==> config.mk <==
export PLATFORM = sky130hd
export DESIGN_NAME = w_stage_grf
export DESIGN_NICKNAME = d
export VERILOG_FILES = /design/src/rtl/w_stage_grf_pkg.sv /design/src/rtl/w_stage_grf_core.sv /design/src/rtl/w_stage_grf.sv
export SDC_FILE = /design/constraint.sdc
export NUM_CORES = 2
export LEC_CHECK = 0
export CAP_MARGIN = 20
export CORE_MARGIN = 2
export CORE_UTILIZATION = 45
export CTS_BUF_LIST = sky130_fd_sc_hd__clkbuf_8 sky130_fd_sc_hd__clkbuf_16
export CTS_CLUSTER_DIAMETER = 60
export DETAILED_ROUTE_END_ITERATION = 10
export GPL_TIMING_DRIVEN = 1
export PLACE_DENSITY = 0.72
export SETUP_SLACK_MARGIN = 0.4
export SLEW_MARGIN = 20
export SYNTH_ARGS = -nofsm -noshare
export SYNTH_HDL_FRONTEND = slang
export SYNTH_HIERARCHICAL = 1
export SYNTH_SLANG_ARGS = --single-unit
==> constraint.sdc <==
create_clock -name clk -period 7 [get_ports clk]
set_clock_uncertainty 0.15 [all_clocks]
set_input_delay 1.4 -clock clk [delete_from_list [all_inputs] [get_ports clk]]
set_output_delay 1.4 -clock clk [all_outputs]
set_load 0.05 [all_outputs]
==> src/rtl/w_stage_grf_pkg.sv <==
// Shared MIPS decode definitions: opcode/funct constants, write-source
// encoding and the writeback decode reused by the D-stage hazard unit.
package mips_defs;

    localparam logic [5:0] OP_SPECIAL = 6'b000000;
    localparam logic [5:0] OP_ORI     = 6'b001101;
    localparam logic [5:0] OP_LUI     = 6'b001111;
    localparam logic [5:0] OP_LW      = 6'b100011;
    localparam logic [5:0] OP_SW      = 6'b101011;
    localparam logic [5:0] OP_BEQ     = 6'b000100;
    localparam logic [5:0] OP_J       = 6'b000010;
    localparam logic [5:0] OP_JAL     = 6'b000011;

    localparam logic [5:0] FN_ADDU    = 6'b100001;
    localparam logic [5:0] FN_SUBU    = 6'b100011;
    localparam logic [5:0] FN_SLL     = 6'b000000;
    localparam logic [5:0] FN_JR      = 6'b001000;
    localparam logic [5:0] FN_JALR    = 6'b001001;

    typedef enum logic [1:0] {
        SRC_ALU = 2'd0,
        SRC_DM  = 2'd1,
        SRC_PC8 = 2'd2
    } wsrc_e;

    typedef struct packed {
        logic       wr;
        logic [4:0] dest;
        wsrc_e      src;
    } wb_dec_t;

    // Writeback decode: does the instruction write a GPR, which one, and
    // from which source. The $0 suppression is applied by the caller.
    function automatic wb_dec_t decode_wb(input logic [31:0] ir, input logic [4:0] ra_reg);
        wb_dec_t d;
        d.wr   = 1'b0;
        d.dest = 5'd0;
        d.src  = SRC_ALU;
        case (ir[31:26])
            OP_SPECIAL: begin
                case (ir[5:0])
                    FN_ADDU, FN_SUBU, FN_SLL: begin
                        d.wr   = 1'b1;
                        d.dest = ir[15:11];
                        d.src  = SRC_ALU;
                    end
                    FN_JALR: begin
                        d.wr   = 1'b1;
                        d.dest = ir[15:11];
                        d.src  = SRC_PC8;
                    end
                    FN_JR: begin
                        d.wr   = 1'b0;
                    end
                    default: begin
                        d.wr   = 1'b0;
                    end
                endcase
            end
            OP_ORI, OP_LUI: begin
                d.wr   = 1'b1;
                d.dest = ir[20:16];
                d.src  = SRC_ALU;
            end
            OP_LW: begin
                d.wr   = 1'b1;
                d.dest = ir[20:16];
                d.src  = SRC_DM;
            end
            OP_JAL: begin
                d.wr   = 1'b1;
                d.dest = ra_reg;
                d.src  = SRC_PC8;
            end
            OP_SW, OP_BEQ, OP_J: begin
                d.wr   = 1'b0;
            end
            default: begin
                d.wr   = 1'b0;
            end
        endcase
        return d;
    endfunction

endpackage

==> src/rtl/w_stage_grf_core.sv <==
// grf_core: 32x32 register file with async clear, hard-wired $0 and
// write-to-read bypass on both combinational read ports.
module grf_core (
    input  logic        clk,
    input  logic        rst_n,
    input  logic        i_we,
    input  logic [4:0]  i_waddr,
    input  logic [31:0] i_wdata,
    input  logic [4:0]  i_a1,
    input  logic [4:0]  i_a2,
    output logic [31:0] o_rd1,
    output logic [31:0] o_rd2
);

    logic [31:0] r_regs [32];

    // Register array: cleared immediately by reset, one write per edge.
    always_ff @(posedge clk or negedge rst_n) begin
        if (!rst_n) begin
            for (int i = 0; i < 32; i++) begin
                r_regs[i] <= 32'h0;
            end
        end else if (i_we && (i_waddr != 5'd0)) begin
            r_regs[i_waddr] <= i_wdata;
        end
    end

    // Read port 1: $0 reads zero, otherwise bypass a same-cycle write.
    always_comb begin
        o_rd1 = 32'h0;
        if (i_a1 == 5'd0) begin
            o_rd1 = 32'h0;
        end else if (i_we && (i_a1 == i_waddr)) begin
            o_rd1 = i_wdata;
        end else begin
            o_rd1 = r_regs[i_a1];
        end
    end

    // Read port 2: same rules as port 1.
    always_comb begin
        o_rd2 = 32'h0;
        if (i_a2 == 5'd0) begin
            o_rd2 = 32'h0;
        end else if (i_we && (i_a2 == i_waddr)) begin
            o_rd2 = i_wdata;
        end else begin
            o_rd2 = r_regs[i_a2];
        end
    end

endmodule

==> src/rtl/w_stage_grf.sv <==
// Writeback stage: decodes the W-stage instruction, selects the write
// data, drives the register file and counts retired instructions.
module w_stage_grf
    import mips_defs::*;
#(
    parameter logic [4:0] RA_REG = 5'd31,
    parameter int         CNT_W  = 32
) (
    input  logic             clk,
    input  logic             reset,
    input  logic [31:0]      IR_W,
    input  logic [31:0]      PC8_W,
    input  logic [31:0]      AO_W,
    input  logic [31:0]      DO_W,
    input  logic [4:0]       A1,
    input  logic [4:0]       A2,
    output logic [31:0]      RD1,
    output logic [31:0]      RD2,
    output logic             W_we,
    output logic [4:0]       W_addr,
    output logic [31:0]      W_data,
    output logic [CNT_W-1:0] retired
);

    wb_dec_t          w_dec;
    logic [CNT_W-1:0] r_retired;

    assign w_dec = decode_wb(IR_W, RA_REG);

    // Writeback triple; everything held at zero while reset is asserted
    // so the register-file bypass cannot leak data during reset.
    always_comb begin
        W_we   = 1'b0;
        W_addr = 5'd0;
        W_data = 32'h0;
        if (reset) begin
            case (w_dec.src)
                SRC_ALU: W_data = AO_W;
                SRC_DM:  W_data = DO_W;
                SRC_PC8: W_data = PC8_W;
                default: W_data = 32'h0;
            endcase
            if (w_dec.wr && (w_dec.dest != 5'd0)) begin
                W_we   = 1'b1;
                W_addr = w_dec.dest;
            end else begin
                W_we   = 1'b0;
                W_addr = 5'd0;
            end
        end else begin
            W_data = 32'h0;
        end
    end

    // Retired counter: every non-bubble instruction, wrapping freely.
    always_ff @(posedge clk or negedge reset) begin
        if (!reset) begin
            r_retired <= {CNT_W{1'b0}};
        end else if (IR_W != 32'h0) begin
            r_retired <= r_retired + {{(CNT_W-1){1'b0}}, 1'b1};
        end
    end

    assign retired = r_retired;

    grf_core u_grf (
        .clk     (clk),
        .rst_n   (reset),
        .i_we    (W_we),
        .i_waddr (W_addr),
        .i_wdata (W_data),
        .i_a1    (A1),
        .i_a2    (A2),
        .o_rd1   (RD1),
        .o_rd2   (RD2)
    );

endmodule

After elaboration in Yosys (flattened, before gate mapping) --
Index checks and enable logic that the tools add are counted.
Storage, ports and cells: output and inout bits 134, word-level logic and storage cells 92, register bits 1056
Cells by class: multiplexer cells 23, bitwise gates (word level) 3, magnitude comparators 4, reduce and logical (&&, ||, !) cells 17, equal/unequal tests 11, $add $sub $neg 1
Operators by type and width (count):
- bitwise mux 1024 bit | 1
- binary-select mux 32 bit (select 5 bit) | 2
- 2-to-1 mux 32 bit | 10
- demux 32 bit (select 5 bit) | 1
- one-hot mux 32 bit (3 select lines) | 1
- adder 32 x 1 -> 32 bit, second input constant | 1
- nonzero test 32 bit | 1
- one-hot mux 7 bit (4 select lines) | 1
- equality test 6 x 4 -> 1 bit, second input constant | 3
- equality test 6 bit, second input constant | 3
- greater-or-equal comparator 6 bit, second input constant | 3
- inverter 5 -> 6 bit | 3
- one-hot mux 7 bit (2 select lines) | 1
- zero test 6 bit | 2
- equality test 5 bit | 2
- zero test 5 bit | 2
- 2-to-1 mux 5 bit | 2
- nonzero test 5 bit | 2
- OR reduction 4 bit | 2
- equality test 6 x 2 -> 1 bit, second input constant | 1
- < comparator 6 x 1 -> 1 bit, second input constant | 1
- logical AND 1 bit | 5
- 2-to-1 mux 1 bit | 3
- OR reduction 3 bit | 1
- other kinds (5) | 5

Depth between registers and ports, before layout --
word-level depth 14, mapped depth 13

Modules after synthesis --
Netlist, hierarchy kept.
By module, submodules not included:
- grf_core | times used 1, area each 55216.7 um2, cells each 3848
- w_stage_grf | times used 1, area each 2523.7 um2, cells each 264

Least setup slack after synthesis --
Ideal clock, no wire load.
kind input port to output port, start input port IR_W[29], end output port RD2[11], arrival 5.663 ns, data required time 5.450 ns, stages 12, path buffers 3, slack -0.213 ns, cell sequence nor4_4 > nand2_1 > a21oi_1 > o21ai_0 > a21oi_1 > buf_2 > xnor2_1 > nand4_1 > or2_2 > buf_2 > clkbuf_1 > a211oi_1
On the way: longest elaborated chain between the ends 11
Ends and longest elaborated chain:
- start, declared | line w_stage_grf.sv:11 | input logic [31:0] IR_W,
- equality test 6 x 4 -> 1 bit | line w_stage_grf_pkg.sv:39 | case (ir[31:26])
- OR reduction 2 bit | line w_stage_grf_pkg.sv:39
- one-hot mux 7 bit (4 select lines) | line w_stage_grf_pkg.sv:39
- nonzero test 5 bit | line w_stage_grf.sv:43 | if (w_dec.wr && (w_dec.dest != 5'd0)) begin
- logical AND 1 bit | line w_stage_grf.sv:43
- 2-to-1 mux 5 bit * | line w_stage_grf.sv:43
- 2-to-1 mux 5 bit * | line w_stage_grf.sv:36 | if (reset) begin
- via W_addr[3] | line w_stage_grf.sv:20 | output logic [4:0] W_addr,
- equality test 5 bit * | line w_stage_grf_core.sv:45 | end else if (i_we && (i_a2 == i_waddr)) begin
- logical AND 1 bit * | line w_stage_grf_core.sv:45
- 2-to-1 mux 32 bit * | line w_stage_grf_core.sv:45
- 2-to-1 mux 32 bit * | line w_stage_grf_core.sv:43 | if (i_a2 == 5'd0) begin
- end, declared | line w_stage_grf.sv:18 | output logic [31:0] RD2,
Mark *: on every way through the listed nets, which the timed path passes. The rest lies on a longest branch.

Final worst setup path --
start input port IR_W[30], end output port RD1[8]
On the way: longest elaborated chain between the ends 11
Ends and longest elaborated chain:
- equality test 6 x 4 -> 1 bit | line w_stage_grf_pkg.sv:39
- OR reduction 2 bit | line w_stage_grf_pkg.sv:39
- one-hot mux 7 bit (4 select lines) | line w_stage_grf_pkg.sv:39
- nonzero test 5 bit | line w_stage_grf.sv:43
- logical AND 1 bit | line w_stage_grf.sv:43
- 2-to-1 mux 5 bit | line w_stage_grf.sv:43
- 2-to-1 mux 5 bit | line w_stage_grf.sv:36
- equality test 5 bit | line w_stage_grf_core.sv:33 | end else if (i_we && (i_a1 == i_waddr)) begin
- logical AND 1 bit | line w_stage_grf_core.sv:33
- 2-to-1 mux 32 bit * | line w_stage_grf_core.sv:33
- 2-to-1 mux 32 bit * | line w_stage_grf_core.sv:31 | if (i_a1 == 5'd0) begin
- end, declared | line w_stage_grf.sv:17 | output logic [31:0] RD1,
Mark *: on every way between the ends. The rest lies on a longest branch, timed or not.

==> flow_metrics.tcl <==
set metrics [dict create \
    outcome "completed" \
    drc 0 \
    clock-sinks 1056 \
    synthTopCellsByCount "dfrtp_1, mux2_2, mux4_2" \
    p_int_w 0.0104 \
    p_clk_share_pct 46.8 \
    r2r-end "retired[27]" \
    placed_area_sq_mm 0.0634 \
    yosysTopAreaCell "dfrtp_1" \
    boundaryPins 274 \
    rrSetupSlack_ps 4910 \
    layout.nets 4430 \
    overflow 0 \
    synth.most_common_cell "dfrtp_1" \
    drtIter0Drc 4422 \
    clkSlewWorstSetupHoldPaths_ps 50 \
    die_w_um 362 \
    place_congestion 0.866 \
    critPathArrivalTime_ps 4950 \
    critical_path.top_delay_family "simple AND/OR/NAND/NOR gates" \
    wl_per_cell_um 33.2 \
    hp-class "register to register" \
    drv_cap 0 \
    die-area_sq_mm 0.131 \
    yosys_warnings 6 \
    layout-drive-gt1-share_pct 47.4 \
    crit_chain "clkdlybuf4s50_1, nor4_4, nand2_1, a21oi_2, buf_4, a221oi_1, nor2b_1, buf_4, xnor2_1, nand2_1, or2_2, buf_4, and3_1, a31oi_1, buf_4, buf_12" \
    seqCellArea_sq_mm 0.0264 \
    path_class "input port to primary output" \
    holdPathEnd "u_grf/r_regs[995]" \
    antenna_found_initial 6 \
    synthCells 4112 \
    end_kind "primary output" \
    area_growth_pct 17.0 \
    post-route-min-period_ps 6500 \
    combPwrFrac_pct 9.4 \
    cts_root_buf "clkbuf_16" \
    required_ps 5450 \
    placed_cells 5824 \
    min_period_over_period_pct 92.8 \
    grtUsageTotal_pct 30.4 \
    cts_tree "built" \
    ys_seq_area_share_pct 45.8 \
    core_region_area_sq_mm 0.128 \
    final_util_pct 53.0 \
    synth_top_area_share_pct 45.8 \
    rsz0062_at_grt "no" \
    cp_common_cell "buf_4" \
    synth_edf_count 0 \
    critPathBufInv 6 \
    syn_nets 4253 \
    ctsHoldBuffers 0 \
    start_kind "input port" \
    finalHoldWorstSlack_ps 246 \
    clockBufferDepth 3 \
    htree_levels 3 \
    die_h_um 362 \
    grt_first_pass_wirelength_um 291000 \
    postSynthAreaPerCell_sq_um 14.0 \
    synth-async-reset-ratio_pct 100 \
    clock.fmax_mhz 154 \
    p_leak_nw 30.9 \
    ant_nets 0 \
    synth_area_leaders "dfrtp_1, mux2_2, mux4_2" \
    grt_start_max_net_pins 83 \
    p_sw_share_pct 25.4 \
    viasPerCell 6.77 \
    r2r_start "retired[2]" \
    start_util_pct 45.3 \
    worstPathMaxFanout 24 \
    cts_made_buffers 117 \
    rr_worst_depth 5 \
    nFillCells 10500 \
    whs_path_depth 0 \
    worstHoldStart "u_grf/r_regs[995]" \
    port_buffers 273 \
    first_pass_iters 7 \
    finalPower_w 0.0139 \
    synth_ff_type "dfrtp_1" \
    cp_slowest_cell "clkdlybuf4s50_1" \
    rows 131 \
    setup_viol_count_final 0 \
    synth_cell_types 72 \
    slowest_delay_ps 500 \
    p_seq_share_pct 43.8 \
    hold_viol 0 \
    multi_input_area_sq_mm 0.0295 \
    final_max_slew_viol_count 0 \
    hpwlAfterDp_um 123000 \
    grt_pass1_vias 41400 \
    wirelength_um 201000 \
    worst_pin_slew_ps 1240 \
    final_area_sq_mm 0.0676 \
    maxSlewHeadroom_pct 17.5 \
    stdcell_count 6059 \
    clk_latency_ps 700 \
    vias 41000 \
    p_per_area_mw_per_mm2 206 \
    yosys_register_bits 1056 \
    switching_power_w 0.00354 \
    netlist_area_sq_mm 0.0577 \
    peakVddDrop_uv 209 \
]
## power groups by stage
stage | combinational (W) | clock [W] | sequential [W]
3_5_place_dp | 0.00129 | 0 | 0.00622
3_3_place_gp | 0.00129 | 0 | 0.00622
5_1_grt | 0.00137 | 0.00683 | 0.00610
2_1_floorplan | 0.000649 | 0 | 0.00622
4_1_cts | 0.00130 | 0.00657 | 0.00611
6_report | 0.00131 | 0.00653 | 0.00611
## through the flow
stage	setup TNS [ps]	setup slack, ps
floorplan	0	370
global placement	-1440	-192
detailed placement	0	160
CTS	0	477
global route	0	389
finish	0	505
## routing by layer
| metal | share of wire [%] | global-route usage, % | vias up |
|---|---|---|---|
| met4 | 5.6 | 15.2 | 12 |
| met3 | 10 | 7.40 | 593 |
| li1 | - | - | 16200 |
| met5 | 0.12 | 1.11 | - |
| met2 | 46 | 47.1 | 2491 |
| met1 | 38 | 39.9 | 21700 |
## cells by family after synthesis
group           Yosys count  share of synthesized area (%)
xor+xnor                 42                          0.637
buf+inv                 455                           3.95
mux                    1655                           39.7
simple gates            446                           4.03
flops                  1056                           45.8
compound gates          457                           5.86
fa+ha+maj                 1                         0.0217
## repair_timing
item,in CTS,in global routing
setup endpoints to repair,54,23
buffers inserted,4,4
pin swaps,4,5
gates resized for setup,3,9
## worst register-to-register path, cell delays in order (launching register included)
cell and delay [ps]:
dfrtp_1 450, nand4_2 270, nor4_4 390, nand3_2 220, nor4_1 330, xor2_1 190
## worst max path at each step
stage               slack, ps  cells past startpoint     start  endpoint
floorplan                 370                     12  IR_W[29]    RD1[0]
global route              390                     17  IR_W[30]    RD1[8]
finish                    500                     16  IR_W[30]    RD1[8]
CTS                       480                     13  IR_W[29]   RD2[29]
detailed placement        160                     13  IR_W[27]   RD2[24]
global placement         -190                     13  IR_W[29]    RD2[3]
## cells in the final DEF, fill, tap and decap left out, types with 33 or more instances in the layout
cell             instances
dfrtp_1               1056
mux2_2                1033
mux4_2                 392
mux2i_1                219
buf_4                  209
clkdlybuf4s50_1        194
a22oi_1                120
clkbuf_16              119
nand2_1                 94
buf_12                  89
nor2_1                  76
o22ai_1                 54
a21oi_1                 51
nor3_1                  44
o21ai_0                 39
nand3_1                 36
nor2b_2                 33
clkinv_2                33
## cell type report
class | instances | area share (%)
multi-input combinational | 2601 | 43.7
sequential | 1056 | 39.1
timing repair buffer | 504 | 8.02
clock buffer | 139 | 4.81
tap | 1662 | 3.08
clock inverter | 83 | 1.25
inverter | 9 | 0.0500
antenna | 5 | 0.0185
## registers in the layout, indices dropped and copies added, names as in the netlist
| signal | cells |
|---|---|
| u_grf/r_regs | 1024 |
| retired | 32 |
Power figures use the tool's default switching activity.
